===== src/rtl/envelope_adsr_if.sv =====
// Audio/control bundle between the envelope and its sample source/sink.
// The DUT takes the slave modport; the driver (sequencer or bench) takes master.
interface envelope_adsr_if #(
   parameter int unsigned BITSIZE  = 24,
   parameter int unsigned ENVSIZE  = 16,
   parameter int unsigned RATESIZE = 16
);
   logic                lrclk;
   logic                gate;
   logic [RATESIZE-1:0] attack;
   logic [RATESIZE-1:0] decay;
   logic [RATESIZE-1:0] release_rate;
   logic [ENVSIZE-1:0]  sustain;
   logic [BITSIZE-1:0]  sample_in;
   logic [BITSIZE-1:0]  sample_out;
   logic [ENVSIZE-1:0]  level;
   logic                active;

   modport slave (
      input  lrclk, gate, attack, decay, release_rate, sustain, sample_in,
      output sample_out, level, active
   );

   modport master (
      output lrclk, gate, attack, decay, release_rate, sustain, sample_in,
      input  sample_out, level, active
   );
endinterface


===== src/rtl/envelope_adsr.sv =====
// ADSR amplitude envelope: one level step per lrclk frame, out = in * level >>> ENVSIZE.
// Optional macro ENVELOPE_EXP_RELEASE_EN selects an exponential release tail.
module envelope_adsr #(
   parameter int unsigned BITSIZE  = 24,
   parameter int unsigned ENVSIZE  = 16,
   parameter int unsigned RATESIZE = 16
) (
   input  logic clk,
   input  logic rst_n,
   envelope_adsr_if.slave bus
);
   localparam int unsigned PRODW = BITSIZE + ENVSIZE + 1;
   localparam int unsigned SUMW  = ((RATESIZE > ENVSIZE) ? RATESIZE : ENVSIZE) + 1;
   localparam logic [ENVSIZE-1:0] FULL = '1;

   typedef enum logic [2:0] {
      S_IDLE,
      S_ATTACK,
      S_DECAY,
      S_SUSTAIN,
      S_RELEASE
   } state_e;

   logic                      lr_meta_q, lr_sync_q, lr_prev_q;
   logic                      strobe_c;
   state_e                    state_q, state_d, stage_c;
   logic [ENVSIZE-1:0]        level_q, level_d;
   logic                      gate_q, gate_d;
   logic [BITSIZE-1:0]        out_q, out_d;
   logic                      active_q, active_d;
   logic signed [PRODW-1:0]   prod_c;
   logic [SUMW-1:0]           level_ext_c, att_sum_c, dec_sub_c, dec_diff_c;
   logic [SUMW-1:0]           sus_ext_c, rel_step_c;

   // lrclk synchronizer and rising-edge detector
   always_ff @(posedge clk or negedge rst_n) begin
      if (!rst_n) begin
         lr_meta_q <= 1'b0;
         lr_sync_q <= 1'b0;
         lr_prev_q <= 1'b0;
      end else begin
         lr_meta_q <= bus.lrclk;
         lr_sync_q <= lr_meta_q;
         lr_prev_q <= lr_sync_q;
      end
   end

   assign strobe_c = lr_sync_q & ~lr_prev_q;

   // level is zero-extended so the multiply treats it as a positive gain
   assign prod_c = PRODW'($signed(bus.sample_in)) * PRODW'($signed({1'b0, level_q}));

   assign level_ext_c = SUMW'(level_q);
   assign sus_ext_c   = SUMW'(bus.sustain);
   assign att_sum_c   = level_ext_c + SUMW'(bus.attack);
   assign dec_sub_c   = SUMW'(bus.decay);
   assign dec_diff_c  = level_ext_c - dec_sub_c;

`ifdef ENVELOPE_EXP_RELEASE_EN
   localparam int unsigned MULW = ENVSIZE + RATESIZE;
   logic [MULW-1:0] rel_mul_c;
   assign rel_mul_c  = MULW'(level_q) * MULW'(bus.release_rate);
   // the +1 keeps the tail from stalling above zero
   assign rel_step_c = SUMW'(rel_mul_c >> ENVSIZE) + SUMW'(1);
`else
   assign rel_step_c = SUMW'(bus.release_rate);
`endif

   always_ff @(posedge clk or negedge rst_n) begin
      if (!rst_n) begin
         state_q  <= S_IDLE;
         level_q  <= '0;
         gate_q   <= 1'b0;
         out_q    <= '0;
         active_q <= 1'b0;
      end else begin
         state_q  <= state_d;
         level_q  <= level_d;
         gate_q   <= gate_d;
         out_q    <= out_d;
         active_q <= active_d;
      end
   end

   // Stage selection by gate priority, then that stage's level rule, all on strobe
   always_comb begin
      state_d = state_q;
      level_d = level_q;
      gate_d  = gate_q;
      out_d   = out_q;
      stage_c = state_q;
      if (strobe_c) begin
         gate_d = bus.gate;
         out_d  = BITSIZE'(prod_c >>> ENVSIZE);
         if (bus.gate && !gate_q) begin
            stage_c = S_ATTACK;
         end else if (!bus.gate && (state_q == S_ATTACK || state_q == S_DECAY ||
                                    state_q == S_SUSTAIN)) begin
            stage_c = S_RELEASE;
         end
         state_d = stage_c;
         unique case (stage_c)
            S_IDLE: begin
               level_d = '0;
            end
            S_ATTACK: begin
               if (bus.attack == '0 || att_sum_c >= SUMW'(FULL)) begin
                  level_d = FULL;
                  state_d = S_DECAY;
               end else begin
                  level_d = ENVSIZE'(att_sum_c);
               end
            end
            S_DECAY: begin
               if (bus.decay == '0 || dec_sub_c > level_ext_c || dec_diff_c <= sus_ext_c) begin
                  level_d = bus.sustain;
                  state_d = S_SUSTAIN;
               end else begin
                  level_d = ENVSIZE'(dec_diff_c);
               end
            end
            S_SUSTAIN: begin
               level_d = bus.sustain;
            end
            S_RELEASE: begin
               if (bus.release_rate == '0 || rel_step_c >= level_ext_c) begin
                  level_d = '0;
                  state_d = S_IDLE;
               end else begin
                  level_d = ENVSIZE'(level_ext_c - rel_step_c);
               end
            end
            default: begin
               level_d = '0;
               state_d = S_IDLE;
            end
         endcase
      end
      active_d = (state_d != S_IDLE);
   end

   assign bus.sample_out = out_q;
   assign bus.level      = level_q;
   assign bus.active     = active_q;
endmodule

===== src/flat_wrapper.sv =====
// flat-port wrapper written by rule: the top's interface ports become plain ports
module envelope_adsr_flat 
#(
   parameter int unsigned BITSIZE  = 24,
   parameter int unsigned ENVSIZE  = 16,
   parameter int unsigned RATESIZE = 16
)
  (clk, rst_n, bus_lrclk, bus_gate, bus_attack, bus_decay, bus_release_rate, bus_sustain, bus_sample_in, bus_sample_out, bus_level, bus_active);
  envelope_adsr_if #(.BITSIZE(BITSIZE), .ENVSIZE(ENVSIZE), .RATESIZE(RATESIZE)) bus_i ();
  input  logic clk;
  input  logic rst_n;
  input wire logic [$bits(bus_i.lrclk)-1:0] bus_lrclk;
  input wire logic [$bits(bus_i.gate)-1:0] bus_gate;
  input wire logic [$bits(bus_i.attack)-1:0] bus_attack;
  input wire logic [$bits(bus_i.decay)-1:0] bus_decay;
  input wire logic [$bits(bus_i.release_rate)-1:0] bus_release_rate;
  input wire logic [$bits(bus_i.sustain)-1:0] bus_sustain;
  input wire logic [$bits(bus_i.sample_in)-1:0] bus_sample_in;
  output wire logic [$bits(bus_i.sample_out)-1:0] bus_sample_out;
  output wire logic [$bits(bus_i.level)-1:0] bus_level;
  output wire logic [$bits(bus_i.active)-1:0] bus_active;
  assign bus_i.lrclk = bus_lrclk;
  assign bus_i.gate = bus_gate;
  assign bus_i.attack = bus_attack;
  assign bus_i.decay = bus_decay;
  assign bus_i.release_rate = bus_release_rate;
  assign bus_i.sustain = bus_sustain;
  assign bus_i.sample_in = bus_sample_in;
  assign bus_sample_out = bus_i.sample_out;
  assign bus_level = bus_i.level;
  assign bus_active = bus_i.active;
  envelope_adsr #(.BITSIZE(BITSIZE), .ENVSIZE(ENVSIZE), .RATESIZE(RATESIZE)) u_core (.clk(clk), .rst_n(rst_n), .bus(bus_i));
endmodule

===== config.mk =====
export PLATFORM = sky130hd
export DESIGN_NAME = envelope_adsr_flat
export DESIGN_NICKNAME = d
export VERILOG_FILES = /design/src/rtl/envelope_adsr_if.sv /design/src/rtl/envelope_adsr.sv /design/src/flat_wrapper.sv
export SDC_FILE = /design/constraint.sdc
export NUM_CORES = 1
export LEC_CHECK = 0
export CORE_ASPECT_RATIO = 1.25
export CORE_MARGIN = 5
export CORE_UTILIZATION = 55
export DETAILED_ROUTE_END_ITERATION = 6
export PLACE_DENSITY = 0.73
export SLEW_MARGIN = 25
export SYNTH_ARGS = -nofsm -noshare
export SYNTH_HDL_FRONTEND = slang
export SYNTH_SLANG_ARGS = --single-unit

===== constraint.sdc =====
create_clock -name clk -period 13.6 [get_ports clk]
set_input_delay 1.36 -clock clk [delete_from_list [all_inputs] [get_ports clk]]
set_output_delay 1.36 -clock clk [all_outputs]
set_load 0.1 [all_outputs]

Word-level counts from Yosys, hierarchy flattened. Index checks and enable logic that the tools add are counted.

Bits in registers: 48. Input bits: 92. Output and inout bits: 41. Logic and storage cells: 53.

$add $sub $neg: 3. Multiply operators: 1. Order comparisons: 4. Equal/unequal tests: 7. Muxes and demuxes: 12. Bitwise gates (word level): 2. Reductions and logical operators: 16.

Operators with widths (count): $pmux W16 S4 (1); $logic_not A16 Y1 (3); $mux W16 (3); $mul A24 B17 Y40 (1); $mux W3 (7); $add A16 B16 Y17 (1); $ge A17 B16 Y1 const B (1); $le A17 B16 Y1 (1); $sub A16 B16 Y17 (1); $ge A16 B16 Y1 (1); $gt A16 B16 Y1 (1); $sub A16 B16 Y16 (1); $eq A3 B2 Y1 const B (4); $pmux W3 S4 (1); $eq A3 B1 Y1 const B (2); $logic_or A1 B1 Y1 (6); $eq A3 B3 Y1 const B (1); $logic_not A3 Y1 (1); $reduce_bool A3 Y1 (1); $logic_and A1 B1 Y1 (2); $logic_not A1 Y1 (2); $reduce_or A2 Y1 (1); $and A1 B1 Y1 (1); $not A1 Y1 (1).

Longest topological paths before layout.
Depth after elaboration: 12. Depth in mapped cells: 25. Gate-level depth less buffers: 24.

Worst setup path before layout. No wires, ideal clock.

Path type: input -> register. Start point: input port bus_sample_in[10]. End point: register u_core.out_q[21] (netlist: u_core.bus.sample_out[21]). Setup time: 0.124 ns. Arrival time: 7.158 ns. Required time: 13.476 ns. Path slack: 6.318 ns. Stages: 21. Buffers on the path: 1. Cell sequence: clkbuf_1 -> nand2_1 -> fa_1 -> fa_1 -> fa_1 -> fa_1 -> inv_1 -> fa_1 -> inv_1 -> fa_1 -> inv_1 -> ha_1 -> a211o_1 -> or4b_1 -> a211oi_2 -> o31ai_1 -> a31o_2 -> a21bo_2 -> o31ai_4 -> nor4b_1 -> a211o_1.

Longest elaborated chain between the ends: 1.

Ends and longest elaborated chain: start: declaration (RTL line flat_wrapper.sv:18) `input wire logic [$bits(bus_i.sample_in)-1:0] bus_sample_in;`; $mul A24 B17 Y40 (RTL line envelope_adsr.sv:51) `assign prod_c = PRODW'($signed(bus.sample_in)) * PRODW'($signed({1'b0, level_q}));`; end signal: assignment (RTL line envelope_adsr.sv:80) `out_q <= out_d;`; end: declaration (RTL line envelope_adsr.sv:29) `logic [BITSIZE-1:0] out_q, out_d;`.

Every way passes these cells. A chain may end at the register's enable or synchronous reset.

Final worst setup path.
Start point: input port bus_sample_in[6]. End point: register u_core.out_q[21] (netlist: u_core.bus.sample_out[21]).

Same word-level chain as after synthesis.

==> results.json <==
{
  "grt_pass1_wl_um": 82600,
  "cts_sinks": 48,
  "grt_use_total": 0.279,
  "place_hpwl_um": 42400,
  "htreeDepth": 2,
  "period_share": 0.605,
  "drt_pass1_iterations": 5,
  "seq_area_frac_synth": 0.0657,
  "drt-vias-per-instance": 5.66,
  "crit_path_frequent_cell": "fa_1",
  "path_buf_inv": 5,
  "syn_to_final_growth_pct": 9.98,
  "rows": 74,
  "criticalPathCategory": "input pin to flip-flop",
  "tightest_slew_ns": 1.05,
  "path_cells": "clkdlybuf4s50_1 -> and2_1 -> fa_1 -> inv_1 -> fa_1 -> fa_1 -> fa_1 -> inv_1 -> fa_1 -> inv_1 -> fa_1 -> inv_1 -> ha_1 -> a211o_1 -> or4b_1 -> a211oi_2 -> o31ai_1 -> a31o_2 -> a21bo_2 -> o31ai_4 -> nor4b_1 -> a211o_1",
  "first_iter_violations": 828,
  "core_area_sq_um": 32800,
  "cts_resized": 0,
  "drc": 0,
  "finalMaxSlewViolations": 0,
  "worstSkewPairLatency_ns": 0.30,
  "gp_congestion": 0.947,
  "slew_headroom": 0.297,
  "cts_setup_buffers": 0,
  "antenna_found_initial": 0,
  "slowest_delay_ns": 0.76,
  "tritoncts": "built",
  "syn_area_sq_um": 18300,
  "ys.flop_type": "dfrtp_1",
  "skew_ns": 0.00868,
  "maxCapViolCount": 0,
  "yosysWarnings": 0,
  "yosysUniqueCellTypes": 71,
  "nets": 2803,
  "numPortBuffers": 132,
  "synthCells": 2097,
  "fmaxAchievable_ghz": 0.122,
  "wirelength_um": 51000,
  "synth_edf_count": 0,
  "tns_ns": 0,
  "synth_fp_nets": 2722,
  "first_global_vias": 16000,
  "n_antenna_cell": 0,
  "hold_viol_final": 0,
  "postRouteAntennaNets": 0,
  "drive_above_1_share": 0.0211,
  "end_kind": "flip-flop",
  "cts_hold_buf": 0,
  "worstHoldPathType": "flip-flop to flip-flop",
  "die-area_sq_um": 37000,
  "setup_viol": 0,
  "critPathArrivalTime_ns": 8.41,
  "start_util": 0.558,
  "ys_ff_latch": 48,
  "cts_inserted_buffers": 5,
  "synth_area_per_cell_sq_um": 8.72,
  "cp_max_fo": 16,
  "cts-root-buf": "clkbuf_16",
  "num_io_pins": 133,
  "async_reset_ff_frac": 1.00,
  "die_h_um": 214,
  "start_kind": "input pin",
  "crit_slowest_cell": "clkdlybuf4s50_1",
  "fin_crit_ns": 8.23,
  "vias": 14700,
  "nFillCells": 2872,
  "fp.dieW_um": 173,
  "cts_buffer_depth": 2,
  "crit_family": "adder cells",
  "rsz0062_at_grt": "no",
  "grt-ovfl-total": 0,
  "critPathRequiredTime_ns": 13.78,
  "status": "complete, no violations",
  "clk_pin_slew_worst_paths_ns": 0.07,
  "grt_max_degree": 79,
  "wl_per_cell_um": 19.6
}
[Yosys cell counts (all sizes together), types with 7 or more instances]
library cell	number	area, sq um
xnor2	43	377
a21oi	57	293
nor3	13	65.1
mux2i	17	170
o21a	11	82.6
nand2	288	1080
o31ai	8	73.8
o221ai	7	61.3
fa	373	7470
and2	152	951
nand3	13	65.1
dfrtp	48	1200
a21o	41	308
nand4	18	113
a211oi	9	72.6
clkbuf	73	274
o21ai	56	280
nor2	43	178
nand2b	10	62.6
nor4	14	87.6
inv	509	1910
xor2	29	254
o211ai	9	67.6
o21bai	9	67.6
ha	160	2000
and3	15	98.8
a31oi	7	43.8
[layout make-up]
| cell class | instances | area, sq um | share of cell area |
|---|---|---|---|
| Tap cell | 418 | 523 | 0.0260 |
| Clock inverter | 1 | 7.51 | 0.000373 |
| Clock buffer | 7 | 143 | 0.00709 |
| Timing Repair Buffer | 150 | 1450 | 0.0723 |
| Inverter | 509 | 1910 | 0.0950 |
| Sequential cell | 48 | 1200 | 0.0597 |
| Multi-Input combinational cell | 1464 | 14900 | 0.740 |
[flip-flops by register name, indices dropped and copies added (netlist names)]
name                   flops
u_core.lr_meta_q           1
u_core.bus.active          1
u_core.lr_sync_q           1
u_core.bus.level          16
u_core.gate_q              1
u_core.bus.sample_out     24
u_core.lr_prev_q           1
u_core.state_q             3
[final timing paths]
path,start,endpoint,slack (ns),cells past startpoint
setup / recovery,bus_sample_in[6],u_core.bus.sample_out[21]$_DFFE_PN0P_,5.37,22
hold reg to reg,u_core.lr_meta_q$_DFF_PN0_,u_core.lr_sync_q$_DFF_PN0_,0.36,0
setup reg to reg,u_core.bus.level[4]$_DFFE_PN0P_,u_core.bus.sample_out[21]$_DFFE_PN0P_,6.17,21
hold / removal,u_core.lr_meta_q$_DFF_PN0_,u_core.lr_sync_q$_DFF_PN0_,0.36,0
max in group asynchronous,rst_n,u_core.bus.level[2]$_DFFE_PN0P_,12.05,1
min in group asynchronous,rst_n,u_core.lr_sync_q$_DFF_PN0_,1.08,1
[cells by family (layout without fill, tap and decap cells)]
group           after synthesis  in the layout  synth area share
xor+xnor                     72             72            0.0345
flops                        48             48            0.0657
buf+inv                     585            667             0.121
fa+ha+maj                   533            533             0.518
mux                          17             17           0.00930
simple gates                586            586             0.156
compound gates              256            256            0.0960
[worst register-to-register path: stages (launching register included)]
cell and delay, ns:
dfrtp_1 0.88, buf_4 0.38, nand2_1 0.12, fa_1 0.48
fa_1 0.59, fa_1 0.45, fa_1 0.55, inv_1 0.05
fa_1 0.48, inv_1 0.05, fa_1 0.49, inv_1 0.05
ha_1 0.19, a211o_1 0.27, or4b_1 0.56, a211oi_2 0.31
o31ai_1 0.22, a31o_2 0.32, a21bo_2 0.24, o31ai_4 0.25
nor4b_1 0.10, a211o_1 0.30
[per-layer routing]
layer	up-vias	global-route usage	part of all wire
met5	-	0	0
met4	0	0.137	0.061
met3	156	0.0279	0.047
met2	503	0.515	0.53
met1	7464	0.323	0.37
li1	6574	-	-
[placed cells by master, fill, tap and decap left out, types with 29 or more instances in the layout]
master and count:
a21oi_1 55, xor2_1 29, clkdlybuf4s50_1 131, fa_1 373, nor2_1 42, o21ai_0 54
a21o_1 41, and2_1 152, ha_1 160, xnor2_1 43, dfrtp_1 48, inv_1 509
nand2_1 288
[stage by stage]
stage,worst slack (ns),std cells,instance area [sq um],utilization,hold WS [ns]
after floorplan,6.32,2097,18300,-,0.331
after global routing,5.15,2597,20100,0.614,0.378
after global placement,5.24,2589,20000,0.609,0.337
after detailed placement,5.11,2589,20000,0.609,0.348
final,5.37,2597,20100,0.614,0.359
after CTS,5.40,2597,20100,0.614,0.364
Power is not shown: default switching activity piles up to over one toggle a cycle in this logic, so the estimate is an artifact.
